<file path="src/rtl/relogio_pkg.sv">
// relogio_pkg: shared types, limits and BCD helpers for the clock stages
package relogio_pkg;
    typedef enum logic [1:0] {IDLE, ESPERA, REPETE} ajuste_t;
    localparam logic [1:0] HORA_MAX_MSD = 2'd2;
    localparam logic [3:0] HORA_MAX_LSD = 4'd3;
    localparam logic [3:0] BCD_MAX = 4'd9;
    typedef struct packed {logic [1:0] msd; logic [3:0] lsd;} hora_t;
    typedef struct packed {hora_t d; logic pm;} disp_t;
    // one BCD hour step; 23 and any illegal code fall back to 00
    function automatic hora_t bcd_inc_hora(hora_t h);
        logic bad;
        bad = h.lsd > BCD_MAX || h.msd > HORA_MAX_MSD || (h.msd == HORA_MAX_MSD && h.lsd >= HORA_MAX_LSD);
        return bad ? hora_t'(6'd0) : h.lsd == BCD_MAX ? hora_t'({h.msd + 2'd1, 4'd0}) : hora_t'({h.msd, h.lsd + 4'd1});
    endfunction
    // 24h BCD to 12h digits plus pm flag
    function automatic disp_t bcd24_para_12(hora_t h);
        if (h == hora_t'(6'd0)) return {2'd1, 4'd2, 1'b0};
        if (h.msd == 2'd0 || (h.msd == 2'd1 && h.lsd < 4'd2)) return {h, 1'b0};
        if (h.msd == 2'd1 && h.lsd == 4'd2) return {h, 1'b1};
        if (h.msd == 2'd1) return {2'd0, h.lsd - 4'd2, 1'b1};
        return h.lsd < 4'd2 ? {2'd0, h.lsd + 4'd8, 1'b1} : {2'd1, h.lsd - 4'd2, 1'b1};
    endfunction
endpackage

</file>
<file path="src/rtl/maq_h_if.sv">
// maq_h_if: hours stage control inputs and display outputs
//   master drives enable/incremento/ajuste/modo12, slave drives Lsd/Msd/pm/incrementadia
interface maq_h_if;
    logic       maqh_enable;
    logic       maqh_incremento;
    logic       maqh_ajuste;
    logic       maqh_modo12;
    logic [3:0] maqh_Lsd;
    logic [1:0] maqh_Msd;
    logic       maqh_pm;
    logic       maqh_incrementadia;
    modport master (output maqh_enable, maqh_incremento, maqh_ajuste, maqh_modo12,
                    input maqh_Lsd, maqh_Msd, maqh_pm, maqh_incrementadia);
    modport slave (input maqh_enable, maqh_incremento, maqh_ajuste, maqh_modo12,
                   output maqh_Lsd, maqh_Msd, maqh_pm, maqh_incrementadia);
endinterface

</file>
<file path="src/rtl/maq_h_ajuste.sv">
// maq_h_ajuste: button hold-to-auto-repeat FSM
//   clock/reset: sync active-high; ajuste: button level; adj_step: step pulse (same cycle as the deciding sample)
module maq_h_ajuste import relogio_pkg::*; #(
    parameter int HOLD_CYCLES = 50_000_000,
    parameter int REPEAT_CYCLES = 12_500_000
) (
    input  logic clock,
    input  logic reset,
    input  logic ajuste,
    output logic adj_step
);
    localparam int TW = $clog2(HOLD_CYCLES > REPEAT_CYCLES ? HOLD_CYCLES : REPEAT_CYCLES);
    localparam logic [TW-1:0] HOLD_END = TW'(HOLD_CYCLES - 1);
    localparam logic [TW-1:0] REP_END = TW'(REPEAT_CYCLES - 1);
    ajuste_t state;
    logic [TW-1:0] timer;
    // step is decided from the current state and button so the count moves on the same edge
    always_comb adj_step = ajuste & (state == IDLE || (state == ESPERA && timer == HOLD_END) || (state == REPETE && timer == REP_END));
    always_ff @(posedge clock) begin
        if (reset || !ajuste) begin
            state <= IDLE;
            timer <= '0;
        end else begin
            case (state)
                IDLE:    begin state <= ESPERA; timer <= '0; end
                ESPERA:  begin state <= timer == HOLD_END ? REPETE : ESPERA; timer <= timer == HOLD_END ? '0 : timer + 1'b1; end
                REPETE:  timer <= timer == REP_END ? '0 : timer + 1'b1;
                default: begin state <= IDLE; timer <= '0; end
            endcase
        end
    end
endmodule

</file>
<file path="src/rtl/maq_h.sv">
// maq_h: 24h BCD hours counter with carry/adjust stepping, 12/24h display and day pulse
//   maqh_clock/maqh_reset: clock and sync active-high reset; bus: maq_h_if.slave
module maq_h import relogio_pkg::*; #(
    parameter int RST_HORA = 0,
    parameter int HOLD_CYCLES = 50_000_000,
    parameter int REPEAT_CYCLES = 12_500_000
) (
    input logic maqh_clock,
    input logic maqh_reset,
    maq_h_if.slave bus
);
    localparam hora_t RST_BCD = {2'(RST_HORA / 10), 4'(RST_HORA % 10)};
    hora_t count, nxt, base;
    disp_t disp;
    logic adj_step, carry_step;
    maq_h_ajuste #(.HOLD_CYCLES(HOLD_CYCLES), .REPEAT_CYCLES(REPEAT_CYCLES)) u_ajuste (
        .clock(maqh_clock),
        .reset(maqh_reset),
        .ajuste(bus.maqh_ajuste),
        .adj_step(adj_step)
    );
    // display follows the value the count takes on this edge, including the reset value
    always_comb begin
        carry_step = bus.maqh_enable & bus.maqh_incremento;
        nxt = carry_step | adj_step ? bcd_inc_hora(count) : count;
        base = maqh_reset ? RST_BCD : nxt;
        disp = bus.maqh_modo12 ? bcd24_para_12(base) : {base, 1'b0};
    end
    always_ff @(posedge maqh_clock) begin
        count <= base;
        bus.maqh_incrementadia <= !maqh_reset && carry_step && count == hora_t'({HORA_MAX_MSD, HORA_MAX_LSD});
        bus.maqh_Msd <= disp.d.msd;
        bus.maqh_Lsd <= disp.d.lsd;
        bus.maqh_pm <= disp.pm;
    end
endmodule

</file>
<file path="src/flat_wrapper.sv">
// flat-port wrapper written by rule: the top's interface ports become plain ports
module maq_h_flat import relogio_pkg::*;
#(
    parameter int RST_HORA = 0,
    parameter int HOLD_CYCLES = 50_000_000,
    parameter int REPEAT_CYCLES = 12_500_000
)
  (maqh_clock, maqh_reset, bus_maqh_enable, bus_maqh_incremento, bus_maqh_ajuste, bus_maqh_modo12, bus_maqh_Lsd, bus_maqh_Msd, bus_maqh_pm, bus_maqh_incrementadia);
  maq_h_if bus_i ();
  input logic maqh_clock;
  input logic maqh_reset;
  input wire logic [$bits(bus_i.maqh_enable)-1:0] bus_maqh_enable;
  input wire logic [$bits(bus_i.maqh_incremento)-1:0] bus_maqh_incremento;
  input wire logic [$bits(bus_i.maqh_ajuste)-1:0] bus_maqh_ajuste;
  input wire logic [$bits(bus_i.maqh_modo12)-1:0] bus_maqh_modo12;
  output wire logic [$bits(bus_i.maqh_Lsd)-1:0] bus_maqh_Lsd;
  output wire logic [$bits(bus_i.maqh_Msd)-1:0] bus_maqh_Msd;
  output wire logic [$bits(bus_i.maqh_pm)-1:0] bus_maqh_pm;
  output wire logic [$bits(bus_i.maqh_incrementadia)-1:0] bus_maqh_incrementadia;
  assign bus_i.maqh_enable = bus_maqh_enable;
  assign bus_i.maqh_incremento = bus_maqh_incremento;
  assign bus_i.maqh_ajuste = bus_maqh_ajuste;
  assign bus_i.maqh_modo12 = bus_maqh_modo12;
  assign bus_maqh_Lsd = bus_i.maqh_Lsd;
  assign bus_maqh_Msd = bus_i.maqh_Msd;
  assign bus_maqh_pm = bus_i.maqh_pm;
  assign bus_maqh_incrementadia = bus_i.maqh_incrementadia;
  maq_h #(.RST_HORA(RST_HORA), .HOLD_CYCLES(HOLD_CYCLES), .REPEAT_CYCLES(REPEAT_CYCLES)) u_core (.maqh_clock(maqh_clock), .maqh_reset(maqh_reset), .bus(bus_i));
endmodule
</file>
<file path="config.mk">
export PLATFORM = sky130hd
export DESIGN_NAME = maq_h_flat
export DESIGN_NICKNAME = d
export VERILOG_FILES = /design/src/rtl/relogio_pkg.sv /design/src/rtl/maq_h_if.sv /design/src/rtl/maq_h_ajuste.sv /design/src/rtl/maq_h.sv /design/src/flat_wrapper.sv
export SDC_FILE = /design/constraint.sdc
export NUM_CORES = 1
export LEC_CHECK = 0
export ABC_AREA = 1
export CAP_MARGIN = 20
export CORE_ASPECT_RATIO = 1.5
export CORE_MARGIN = 1
export CORE_UTILIZATION = 55
export CTS_CLUSTER_SIZE = 30
export DETAILED_ROUTE_END_ITERATION = 10
export PLACE_DENSITY = 0.76
export RECOVER_POWER = 100
export REMOVE_ABC_BUFFERS = 1
export SYNTH_ARGS = -nofsm -noshare
export SYNTH_HDL_FRONTEND = slang
export SYNTH_SLANG_ARGS = --single-unit
export TNS_END_PERCENT = 5
</file>
<file path="constraint.sdc">
create_clock -name maqh_clock -period 3 [get_ports maqh_clock]
set_clock_uncertainty 0.1 [all_clocks]
set_input_delay 0.45 -clock maqh_clock [delete_from_list [all_inputs] [get_ports maqh_clock]]
set_output_delay 0.45 -clock maqh_clock [all_outputs]
set_load 0.02 [all_outputs]
</file>
==> results of run 1 <==
routing by layer:
metal,wire length [um],vias up,global-route usage [%]
met3,95,16,4.88
met4,177,0,13.5
li1,-,1091,-
met1,1900,975,21.3
met2,2790,24,49.3
met5,0,-,0
cell families (layout without fill, tap and decap cells):
family,after synthesis,in the layout
AO/OA/AOI/OAI,18,18
XOR/XNOR,19,19
adder cells (fa/ha/maj),7,7
buffers and inverters,51,72
flip-flops,42,42
AND/OR/NAND/NOR,198,198
synthesized netlist by cell type, drive strengths merged (2+ instances only):
cell | number | area, um^2
o21ai | 10 | 53.8
xor2 | 18 | 158
dfxtp | 42 | 841
nor4 | 3 | 33.8
nor3 | 11 | 55.1
ha | 7 | 87.6
nand2 | 84 | 370
nor3b | 3 | 22.5
nor2 | 62 | 257
inv | 49 | 184
nand3 | 27 | 165
clkbuf | 2 | 7.51
a21oi | 5 | 28.8
nand4 | 6 | 37.5
sequential cells by signal, summed over array words and instances (netlist names):
register / cells
u_core.bus.maqh_pm: 1
u_core.u_ajuste.timer: 26
u_core.bus.maqh_incrementadia: 1
u_core.bus.maqh_Lsd: 4
u_core.u_ajuste.state: 2
u_core.count: 6
u_core.bus.maqh_Msd: 2
power groups by stage:
stage | logic (mW) | clock network (mW) | registers, mW
final | 0.144 | 0.380 | 0.583
after CTS | 0.153 | 0.388 | 0.583
after floorplan | 0.0954 | 0 | 0.605
after global placement | 0.149 | 0 | 0.595
after detailed placement | 0.152 | 0 | 0.596
after global routing | 0.160 | 0.411 | 0.584
layout make-up:
class,instances,area [um^2]
Timing Repair Buffer,15,138
Sequential cell,42,841
Inverter,49,184
Clock inverter,1,5.00
Multi-Input combinational cell,242,1290
Clock buffer,7,86.3
Fill cell,379,1430
Tap cell,45,56.3
stage by stage:
step / setup slack [ns] / cells / utilization [%] / area [um^2]
finish: 0.421 / 401 / 64.5 / 2600
floorplan: 0.838 / 333 / - / 2340
global placement: 0.640 / 393 / 63.1 / 2540
global route: 0.133 / 401 / 64.5 / 2600
CTS: 0.507 / 401 / 65.4 / 2640
detailed placement: 0.511 / 393 / 63.1 / 2540
worst paths after layout:
check / start / to / slack [ns] / depth (start not counted)
setup / recovery: u_core.u_ajuste.timer[0]$_SDFF_PP0_ / u_core.bus.maqh_Lsd[3]$_DFF_P_ / 0.42 / 18
hold / removal: u_core.u_ajuste.timer[0]$_SDFF_PP0_ / u_core.u_ajuste.timer[0]$_SDFF_PP0_ / 0.36 / 1
setup reg to reg: u_core.u_ajuste.timer[0]$_SDFF_PP0_ / u_core.bus.maqh_Lsd[3]$_DFF_P_ / 0.42 / 18
hold reg to reg: u_core.u_ajuste.timer[0]$_SDFF_PP0_ / u_core.u_ajuste.timer[0]$_SDFF_PP0_ / 0.36 / 1
==> metrics, run 1 <==
path type of the worst setup path=reg2reg; Die H=82.1 um; Fmax=388 MHz; most common cell after layout, fill and taps aside=nand2_1; nets@finish=368; Yosys warning count=0; DRC viols=0; ant diodes=0; Post-Syn Instances=335; crit path cell chain=ha_1, nand2_1, nor2_1, inv_1, nor2_1, nand3_2, nand3_2, nand2_4, nand2_4, nand2_1, nand3_1, nand3_1, inv_1, nand2_2, nand2_2, nand2_1, nand3_1, nand2_1; Setup Viol. Count Final=0; Core Rows=28; Flop pwr share=52.7%; post-synthesis sequential area ratio=35.8%; Synth cell types=30; Comb pwr share=13.0%; Tot Pwr=1.11 mW; mux share of post-synthesis cell area=0%; Worst setup EP type=register; Worst Tran Pin Value=0.736 ns; area fraction in compound gates after synthesis=4.37%; FFs w/ async S/R, synth=0%; CTS tree=yes; NetSw=0.295 mW; H-tree depth=2; pin count of the biggest net entering global routing=18; CORE AREA=4030 um^2; worst skew pair latency=0.30 ns; RSZ-0062 raised after global routing=no; GRT overflow=0; CTS Hold Bufs=0; CP peak stage delay=0.36 ns; clock share of power=34.3%; postcts setup bufs=0; Longest Clk Path Bufs=2; first-pass GRT wire length=8420 um; Crit-path slowest cell=dfxtp_1; IO buf count=13; Layout area overhead=10.5%; share of layout cells above drive strength 1=8.71%; hold_ws=0.355 ns; overall routing resource usage=24.0%; Final Max Slew Viols=0; prevailing post-synth register cell=dfxtp_1; crit path max fanout=8; clock sink total=42; most frequent cells in the layout=nand2_1, nor2_1, inv_1, dfxtp_1, nand3_1; Post-Syn Area per Cell=7.01 um^2; startpoint types=register; number of synthesized flops with an enable pin=0; switching part of the total=26.7%; vias in the first global route=2097; initial antenna violation count=0; Internal Pwr Total=0.811 mW; Period minus WS final=2.58 ns; Routed WL=4960 um; XOR/XNOR share of the synthesized area=7.08%; overall die width=55.4 um; maxcap violations=0; final hold viol count=0; worst path bufs/invs=2; Post-Synth Simple-Gate Area=40.9%; DRT iter0 DRCs=74; Most Frequent Cell on Critical Path=nand2_1; Arr. time, crit path=2.67 ns; vias per cell=5.25; critical path's top delay family=simple AND/OR/NAND/NOR gates; DP Wirelength=3950 um; post-route ant nets=0; Critical Path RT=3.09 ns; clk root buf=clkbuf_8; Slew HR=50.9%; main combinational cell family by area after synthesis=simple AND/OR/NAND/NOR gates; wire length per cell=12.4 um; CTS Buf Count=5; post-synthesis register bit count=42; Netlist Area Pre-Place=2350 um^2; Worst-path clk slew=0.08 ns; final setup TNS=0 ns; Leak=1.10 nW; GPL Wtd Cong=0.885; initial core utilization=58.3%; Min-Delay Path Class=reg2reg; Pwr Density=426 nW/um^2; IO Count=14; DRT Pass-1 Iters=4; Peak VDD IR=406 uV; status=finished, final reports clean; Tcrit/Tclk final=86.0%; post-synthesis adder-cell area fraction=3.73%; post-cts resize count=0; Vias=2106; Die Area=4540 um^2
(Power assumes the default switching activity.)
==> inputs of run 2 (changes only) <==
--- a/config.mk
+++ b/config.mk
@@ -12,6 +12,7 @@
 export CORE_UTILIZATION = 55
 export CTS_CLUSTER_SIZE = 30
 export DETAILED_ROUTE_END_ITERATION = 10
+export MAX_ROUTING_LAYER = met4
 export PLACE_DENSITY = 0.76
 export RECOVER_POWER = 100
 export REMOVE_ABC_BUFFERS = 1
==> run 2 against run 1 <==
  * Non-clock buffer count did not move
  * Core utilization rose by 0.16 points
  * First-iteration DRC count rose by 19%
  * Largest cell class unchanged
  * Clock power rose by 1%
  * Worst hold slack improved by 0.016 ns
  * Total power rose by 0.42%
  * Setup slack improved by 0.036 ns
  * Flip-flop and latch count did not move
  * Count of clock-buffer cells in the layout fell by 1
  * Largest power group unchanged
  * Sequential share of layout area fell by 0.078 points
==> metrics, run 2 (synthesis gave the netlist of run 1 again) <==
DP Wirelength=3910 um (was 3950 um); Longest Clk Path Bufs=2 (unchanged); overall routing resource usage=24.3% (was 24.0%); most common cell after layout, fill and taps aside=nand2_1 (unchanged); worst skew pair latency=0.30 ns (about the same); share of layout cells above drive strength 1=9.55% (was 8.71%); gr busiest metal=met2 (unchanged); CTS Hold Bufs=0 (unchanged); DRT Pass-1 Iters=4 (unchanged); Pwr Density=427 nW/um^2 (was 426 nW/um^2); DRT iter0 DRCs=88 (was 74); Worst Tran Pin Value=0.780 ns (was 0.736 ns); status=finished, final reports clean (unchanged); Routed WL=4950 um (was 4960 um); Leak=1.10 nW (about the same); CTS Buf Count=5 (unchanged); RSZ-0062 raised after global routing=no (unchanged); Post-Place Cells=393 (unchanged); grt met1 use=22.7% (was 21.3%); switching part of the total=27.0% (was 26.7%); Layout area overhead=10.8% (was 10.5%); CTS tree=yes (unchanged); Peak VDD IR=354 uV (was 406 uV); crit path max fanout=8 (unchanged); Worst setup EP type=register (unchanged); hold_ws=0.371 ns (was 0.355 ns); Slew HR=48.0% (was 50.9%); Non-Filler Instances=401 (unchanged); H-tree depth=2 (unchanged); final setup TNS=0 ns (unchanged); CORE AREA=4030 um^2 (unchanged); first-pass GRT wire length=8490 um (was 8420 um); startpoint types=register (unchanged); Die Area=4540 um^2 (unchanged); post-layout util=64.6% (was 64.5%); initial core utilization=58.3% (unchanged); post-cts resize count=0 (unchanged); clock sink total=42 (unchanged); vias per cell=5.24 (was 5.25); fin worst setup slack=0.457 ns (was 0.421 ns); GRT overflow=0 (unchanged); IO buf count=13 (unchanged); maxcap violations=0 (unchanged); Flop pwr share=52.4% (was 52.7%); overall die width=55.4 um (unchanged); most frequent cells in the layout=nand2_1, nor2_1, inv_1, dfxtp_1, nand3_1 (unchanged); Fmax=393 MHz (was 388 MHz); Largest regs=u_core.u_ajuste.timer (26), u_core.count (6), u_core.bus.maqh_Lsd (4) (unchanged); GR Layer Usage met2=48.3% (was 49.3%); Largest register FFs=26 (unchanged); Critical Path RT=3.09 ns (about the same); post-route ant nets=0 (unchanged); register area=841 um^2 (unchanged); Tcrit/Tclk final=84.8% (was 86.0%); Setup Viol. Count Final=0 (unchanged); path type of the worst setup path=reg2reg (unchanged); placed instance area=2540 um^2 (unchanged); Vias=2102 (was 2106); wire length per cell=12.3 um (was 12.4 um); vias in the first global route=2072 (was 2097); postcts setup bufs=0 (unchanged); clock share of power=34.7% (was 34.3%); Place WS=0.535 ns (was 0.511 ns); Final Max Slew Viols=0 (unchanged); Tot Pwr=1.11 mW (about the same); NetSw=0.300 mW (was 0.295 mW); Core Rows=28 (unchanged); fill cell count=357 (was 379); Period minus WS final=2.54 ns (was 2.58 ns); Multi-input gate area=1290 um^2 (about the same); Biggest register=u_core.u_ajuste.timer (unchanged); nets@finish=368 (unchanged); met3 Usage GRT=4.25% (was 4.88%); Comb pwr share=12.9% (was 13.0%); ant diodes=0 (unchanged); final hold viol count=0 (unchanged); IO Count=14 (unchanged); Die H=82.1 um (unchanged); initial antenna violation count=0 (unchanged); GPL Wtd Cong=0.908 (was 0.885); Min-Delay Path Class=reg2reg (unchanged); pin count of the biggest net entering global routing=18 (unchanged); clk root buf=clkbuf_8 (unchanged); Internal Pwr Total=0.811 mW (about the same); Worst-path clk slew=0.08 ns (about the same); design area=2600 um^2 (about the same); DRC viols=0 (unchanged); Arr. time, crit path=2.63 ns (was 2.67 ns)
run 2: cell types whose count changed in the layout (fill, tap and decap cells not counted), sizes merged:
cell	previous run	this run
clkbuf	9	8
clkinvlp	0	1
run 2: critical path, cell delays in order, from the launching register on:
cell	delay, ns
dfxtp_1	0.37
ha_1	0.18
nand2_1	0.09
nor2_1	0.14
inv_1	0.07
nor2_1	0.21
nand3_2	0.12
nand3_2	0.10
nand2_4	0.07
nand2_4	0.10
nand3b_2	0.10
nand2_4	0.12
nand2_1	0.15
nand2_2	0.12
inv_2	0.05
a21oi_2	0.14
nand2_1	0.07
nor2_1	0.09
nor2_1	0.06
run 2: per-layer routing:
metal	vias to the layer above	share of wire (%)
li1	1084	-
met1	967	39
met2	34	56
met3	17	2.4
met4	0	2.9
met5	-	0
run 2: final cells by class:
class	count	area share, %
multi-input cells	242	49.5
clock inverters	2	0.481
clock buffers	6	3.17
inverters	49	7.06
repair buffers	15	5.29
flip-flops and latches	42	32.3
well taps	45	2.16
run 2: path summary, 6_finish.rpt:
path / startpoint / endpoint / slack [ns] / cells after the start
min reg2reg: u_core.u_ajuste.timer[0]$_SDFF_PP0_ / u_core.u_ajuste.timer[0]$_SDFF_PP0_ / 0.37 / 1
max: u_core.u_ajuste.timer[0]$_SDFF_PP0_ / u_core.bus.maqh_Msd[0]$_DFF_P_ / 0.46 / 18
min: u_core.u_ajuste.timer[0]$_SDFF_PP0_ / u_core.u_ajuste.timer[0]$_SDFF_PP0_ / 0.37 / 1
max reg2reg: u_core.u_ajuste.timer[0]$_SDFF_PP0_ / u_core.bus.maqh_Msd[0]$_DFF_P_ / 0.46 / 18
run 2: power groups by stage:
stage,Sequential (mW),Clock (mW),Combinational (mW)
floorplan,0.605,0,0.0954
global placement,0.595,0,0.149
detailed placement,0.596,0,0.152
CTS,0.583,0.392,0.152
global route,0.584,0.413,0.160
finish,0.582,0.385,0.144
